### src/rtl/merger_pkg.sv
// Shared merger definitions: lane FSM states, sentinel and clog2 helpers.
// Used by fiber_fetch_buffer and the radix-R merger.
package merger_pkg;

    typedef enum logic [1:0] {
        IDLE   = 2'd0,
        STREAM = 2'd1,
        DRAIN  = 2'd2
    } fb_state_t;

    localparam int MAX_COORD_BITS = 64;

    function automatic int clog2(input int n);
        int r;
        int v;
        r = 0;
        v = n - 1;
        while (v > 0) begin
            r = r + 1;
            v = v >> 1;
        end
        return r;
    endfunction

    // All-ones of width w, zero-extended to MAX_COORD_BITS; callers slice.
    function automatic logic [MAX_COORD_BITS-1:0] sentinel(input int w);
        logic [MAX_COORD_BITS-1:0] s;
        s = '0;
        for (int i = 0; i < MAX_COORD_BITS; i++) begin
            if (i < w) begin
                s[i] = 1'b1;
            end
        end
        return s;
    endfunction

endpackage

### src/rtl/fiber_fifo_mem.sv
// Coordinate storage for one merger lane.
// Registered write port, combinational read at the read pointer.
module fiber_fifo_mem
    import merger_pkg::*;
#(
    parameter int COORD_BITS = 32,
    parameter int DEPTH      = 4,
    localparam int PW        = clog2(DEPTH)
) (
    input  logic                  clock,
    input  logic                  i_wr_en,
    input  logic [PW-1:0]         i_wr_ptr,
    input  logic [COORD_BITS-1:0] i_wr_data,
    input  logic [PW-1:0]         i_rd_ptr,
    output logic [COORD_BITS-1:0] o_rd_data
);

    logic [COORD_BITS-1:0] r_mem [DEPTH];

    always_ff @(posedge clock) begin
        if (i_wr_en) begin
            r_mem[i_wr_ptr] <= i_wr_data;
        end
    end

    assign o_rd_data = r_mem[i_rd_ptr];

endmodule

### src/rtl/fiber_fetch_buffer.sv
// Per-lane fiber buffer feeding the merger; presents SENTINEL when exhausted.
// Optional protocol checks: define FIBER_FETCH_BUFFER_CHECK_EN.
module fiber_fetch_buffer
    import merger_pkg::*;
#(
    parameter int COORD_BITS = 32,
    parameter int DEPTH      = 4
) (
    input  logic                  clock,
    input  logic                  reset,
    input  logic                  fiber_start,
    input  logic [COORD_BITS-1:0] in_coord,
    input  logic                  in_valid,
    input  logic                  in_last,
    output logic                  in_ready,
    output logic [COORD_BITS-1:0] head_coord,
    output logic                  head_valid,
    input  logic                  fetch,
    output logic                  fiber_done,
    output logic                  err
);

    localparam int PW = clog2(DEPTH);
    localparam int CW = PW + 1;
    localparam logic [CW-1:0] FULL_C = CW'(DEPTH);
    localparam logic [CW-1:0] ONE_C  = CW'(1);
    localparam logic [PW-1:0] PTR_INC = PW'(1);
    localparam logic [MAX_COORD_BITS-1:0] SENT_W = sentinel(COORD_BITS);
    localparam logic [COORD_BITS-1:0] SENTINEL = SENT_W[COORD_BITS-1:0];

    fb_state_t       r_state;
    logic [PW-1:0]   r_rd_ptr;
    logic [PW-1:0]   r_wr_ptr;
    logic [CW-1:0]   r_count;
    logic            r_fiber_done;

    logic                  w_empty;
    logic                  w_idle;
    logic                  w_in_ready;
    logic                  w_head_valid;
    logic                  w_push;
    logic                  w_pop;
    logic [COORD_BITS-1:0] w_rd_data;

    assign w_idle       = (r_state == IDLE);
    assign w_empty      = (r_count == '0);
    assign w_in_ready   = (r_state == STREAM) && (r_count < FULL_C);
    assign w_head_valid = w_idle ? 1'b1 : !w_empty;
    assign w_push       = in_valid && w_in_ready;
    assign w_pop        = fetch && w_head_valid && !w_idle;

    fiber_fifo_mem #(
        .COORD_BITS (COORD_BITS),
        .DEPTH      (DEPTH)
    ) u_mem (
        .clock      (clock),
        .i_wr_en    (w_push),
        .i_wr_ptr   (r_wr_ptr),
        .i_wr_data  (in_coord),
        .i_rd_ptr   (r_rd_ptr),
        .o_rd_data  (w_rd_data)
    );

    always_ff @(posedge clock) begin
        if (reset) begin
            r_state      <= IDLE;
            r_rd_ptr     <= '0;
            r_wr_ptr     <= '0;
            r_count      <= '0;
            r_fiber_done <= 1'b0;
        end else begin
            r_fiber_done <= 1'b0;
            if (w_push) begin
                r_wr_ptr <= r_wr_ptr + PTR_INC;
            end
            if (w_pop) begin
                r_rd_ptr <= r_rd_ptr + PTR_INC;
            end
            unique case ({w_push, w_pop})
                2'b10:   r_count <= r_count + ONE_C;
                2'b01:   r_count <= r_count - ONE_C;
                default: r_count <= r_count;
            endcase
            unique case (r_state)
                IDLE: begin
                    if (fiber_start) begin
                        r_state <= STREAM;
                    end
                end
                STREAM: begin
                    if (w_push && in_last) begin
                        r_state <= DRAIN;
                    end
                end
                DRAIN: begin
                    // Nothing is pushed here, so a pop at count 1 empties it.
                    if (w_pop && (r_count == ONE_C)) begin
                        r_state      <= IDLE;
                        r_fiber_done <= 1'b1;
                    end
                end
                default: r_state <= IDLE;
            endcase
        end
    end

    assign in_ready   = w_in_ready;
    assign head_valid = w_head_valid;
    assign head_coord = (w_idle || w_empty) ? SENTINEL : w_rd_data;
    assign fiber_done = r_fiber_done;

`ifdef FIBER_FETCH_BUFFER_CHECK_EN
    logic                  r_err;
    logic                  r_first;
    logic [COORD_BITS-1:0] r_last_coord;
    logic                  w_err_set;

    assign w_err_set =
        (!w_idle && fetch && !w_head_valid) ||
        (w_push && (in_coord == SENTINEL)) ||
        (w_push && !r_first && (in_coord <= r_last_coord)) ||
        (fiber_start && !w_idle);

    always_ff @(posedge clock) begin
        if (reset) begin
            r_err        <= 1'b0;
            r_first      <= 1'b1;
            r_last_coord <= '0;
        end else begin
            if (w_err_set) begin
                r_err <= 1'b1;
            end
            if (w_idle && fiber_start) begin
                r_first <= 1'b1;
            end
            if (w_push) begin
                r_last_coord <= in_coord;
                r_first      <= 1'b0;
            end
        end
    end

    assign err = r_err;
`else
    assign err = 1'b0;
`endif

endmodule

### config.mk
export PLATFORM = sky130hd
export DESIGN_NAME = fiber_fetch_buffer
export DESIGN_NICKNAME = d
export VERILOG_FILES = /design/src/rtl/merger_pkg.sv /design/src/rtl/fiber_fifo_mem.sv /design/src/rtl/fiber_fetch_buffer.sv
export SDC_FILE = /design/constraint.sdc
export NUM_CORES = 1
export LEC_CHECK = 0
export CAP_MARGIN = 10
export CORE_MARGIN = 2
export CORE_UTILIZATION = 30
export DETAILED_ROUTE_END_ITERATION = 10
export PLACE_DENSITY = 0.5
export SETUP_SLACK_MARGIN = 0.3
export SKIP_LAST_GASP = 1
export SLEW_MARGIN = 20
export SYNTH_ARGS = -nofsm -noshare
export SYNTH_HDL_FRONTEND = slang
export SYNTH_SLANG_ARGS = --single-unit
### constraint.sdc
create_clock -name clock -period 2.8 [get_ports clock]
set_input_delay 0.42 -clock clock [delete_from_list [all_inputs] [get_ports clock]]
set_output_delay 0.42 -clock clock [all_outputs]
set_load 0.02 [all_outputs]
==> impl_metrics.env <==
export IMPL_outcome="finished, final reports clean"
export IMPL_period_needed_ps=2560
export IMPL_peakVddDrop_mv=0.436
export IMPL_initial_core_util_pct=30.7
export IMPL_antenna_left=0
export IMPL_holdWs_ps=473
export IMPL_diodes=0
export IMPL_insertion_delay_ps=410
export IMPL_switching_share_pct=21.8
export IMPL_setup_viol=0
export IMPL_grt_use_total_pct=13.2
export IMPL_internal_power_w=0.00401
export IMPL_avgViaCountPerCell=4.63
export IMPL_cts_tree="done"
export IMPL_area_growth_pct=35.8
export IMPL_hold_viol=0
export IMPL_slowest_stage="mux4_2"
export IMPL_yosys_warnings=0
export IMPL_synth_nets=321
export IMPL_critical_path_n_buffers_inverters=3
export IMPL_vias=2908
export IMPL_synth_seq_area_share_pct=73.9
export IMPL_setup_tns_ps=0
export IMPL_power_frac_comb_pct=10.6
export IMPL_synth_commonest_cells="edfxtp_1 (128), or3_1 (33), mux4_2 (30), dfxtp_1 (12), ha_1 (9)"
export IMPL_worstSetupEndpointType="primary output"
export IMPL_worstMarginPinSlew_ps=573
export IMPL_async_flop_share_pct=0
export IMPL_drive_above_1_share_pct=38.8
export IMPL_postCtsHoldBufs=0
export IMPL_postSynthAreaPerCell_um2=20.2
export IMPL_hpwlAfterDp_um=6860
export IMPL_route_detailed_drc=0
export IMPL_post_place_cells=570
export IMPL_ys_types=34
export IMPL_switching_power_w=0.00112
export IMPL_synth_main_ff_cell="edfxtp_1"
export IMPL_fmax_mhz=390
export IMPL_slowest_delay_ps=500
export IMPL_finalCritPeriodShare_pct=91.6
export IMPL_yosys_area_top_type_share_pct=69.5
export IMPL_cp_max_fo=6
export IMPL_synth_area_top_cells="edfxtp_1 (70%), mux4_2 (12%), dfxtp_1 (4.3%)"
export IMPL_clock_power_share_pct=43.7
export IMPL_cp_start_kind="register"
export IMPL_io_pins=74
export IMPL_final_net_count=433
export IMPL_syn_instance_count=274
export IMPL_grt_pass1_vias=3216
export IMPL_io_buffer_count=72
export IMPL_dieArea_um2=19500
export IMPL_report_final_slew_viol_count=0
export IMPL_die_width_um=140
export IMPL_syn_area_um2=5530
export IMPL_power_frac_seq_pct=45.7
export IMPL_grt_pass1_wl_um=18900
export IMPL_htreeDepth=4
export IMPL_synth_edf_count=128
export IMPL_clock_sinks=140
export IMPL_crit_family="multiplexers"
export IMPL_drt_pass1_iter_count=4
export IMPL_cellLeakagePower_nw=2.45
export IMPL_p_per_area_nw_per_um2=683
export IMPL_worstPathArrival_ps=2140
export IMPL_fp_coreArea_um2=18000
export IMPL_drt_wirelength_per_cell_um=19.4
export IMPL_critical_path_class="reg2out"
export IMPL_yosysTopAreaCell="edfxtp_1"
export IMPL_max_slew_margin_pct=61.7
export IMPL_drt_wl_total_um=12200
export IMPL_grt_antenna_before_repair=1
export IMPL_stdcell_count=628
export IMPL_path_cells="buf_12 > buf_4 > mux4_2 > or3_4 > buf_6"
export IMPL_yosysMostFrequentCell="edfxtp_1"
export IMPL_clock_skew_ps=5.03
export IMPL_num_rows=49
export IMPL_path_clk_slew_ps=50
export IMPL_cts_root_buf="clkbuf_16"
export IMPL_critPathRequiredTime_ps=2380
export IMPL_drv_cap=0
export IMPL_grt_max_degree=25
export IMPL_drt_iter0_drc=187
export IMPL_place_gp_congestion=0.666
export IMPL_globalRouteOverflowTotal=0
export IMPL_rsz0062_at_grt="true"
export IMPL_max_clock_path_buffers=2
export IMPL_synth_seq_cells=140
export IMPL_die_y_um=140
export IMPL_cts_buffers=17
export IMPL_finish_utilization_pct=41.6
export IMPL_hold_class="reg2reg"
-- placed cells by master, fill, tap and decap left out, types with 3 or more instances in the layout --
master and count:
edfxtp_1 128, clkdlybuf4s50_1 39, mux4_2 32, or3_1 23, buf_4 22, buf_2 18
clkbuf_16 17, buf_6 15, buf_12 11, or3_4 10, dfxtp_1 9, ha_1 8
nor2_1 7, inv_1 6, and2_2 4, bufinv_16 3, clkinv_4 3, clkinvlp_4 3
buf_16 3
-- flip-flops by register name, indices dropped and copies added, names as in the netlist, named ones only --
name	flops
fiber_done	1
r_wr_ptr	2
r_count	3
r_rd_ptr	2
r_state	2
u_mem.r_mem	128
-- cell type report --
class | instances | area, µm²
Clock buffer | 18 | 429
Multi-Input combinational cell | 112 | 1380
Inverter | 6 | 22.5
Clock inverter | 14 | 169
Tap cell | 229 | 287
Sequential cell | 140 | 4090
Timing Repair Buffer | 109 | 1130
Fill cell | 1664 | 10500
-- final timing paths --
kind	slack (ps)	endpoint	cells past startpoint	startpoint
worst max register to register	500	r_count[2]$_SDFFE_PP0P_	9	r_count[0]$_SDFFE_PP0P_
worst min-delay path	470	register	2	r_rd_ptr[1]$_SDFFE_PP0P_
worst min register to register	470	register	2	r_rd_ptr[1]$_SDFFE_PP0P_
worst max-delay path	240	head_coord[6]	5	register
-- power by group through the flow --
stage | Clock (W) | Combinational [W] | Sequential [W]
CTS | 0.00229 | 0.000523 | 0.00234
global placement | 0 | 0.000414 | 0.00238
floorplan | 0 | 0.000226 | 0.00238
detailed placement | 0 | 0.000419 | 0.00238
finish | 0.00224 | 0.000542 | 0.00234
global route | 0.00238 | 0.000585 | 0.00234
-- what timing repair did --
item,in CTS,in global routing
resized for setup,142,39
pin swaps,0,2
setup endpoints to repair,34,25
gates cloned,4,0
setup buffers,17,5
-- worst register-to-register path: cells and delay by family, from the launching register on --
kind | cells | cell delay [ps]
simple gates | 3 | 780
compound gates | 1 | 140
fa+ha+maj | 2 | 550
buf+inv | 3 | 390
flops | 1 | 360
-- metal layers --
metal  vias to the layer above  wire length [µm]  share of wire [%]  track usage (%)
met2                        63              6250                 51             21.8
met4                         0               162                1.3             4.32
met3                        13               568                4.7             3.89
met5                         -                 0                  0                0
li1                       1338                 -                  -                -
met1                      1494              5220                 43             16.6
-- logic make-up after synthesis --
family | share of synthesized area [%]
mux | 13.9
xor+xnor | 0.475
fa+ha+maj | 2.04
other cells | 0.0678
flops | 73.9
compound gates | 0.951
buf+inv | 2.67
simple gates | 5.98
-- through the flow --
stage	cell area (µm²)	worst slack, ps	total power [W]
floorplan	5530	689	0.00260
global placement	6590	264	0.00280
detailed placement	6590	242	0.00280
CTS	7320	191	0.00516
global route	7510	181	0.00531
finish	7510	235	0.00512
Note: power is estimated with default switching activity, not from simulation.
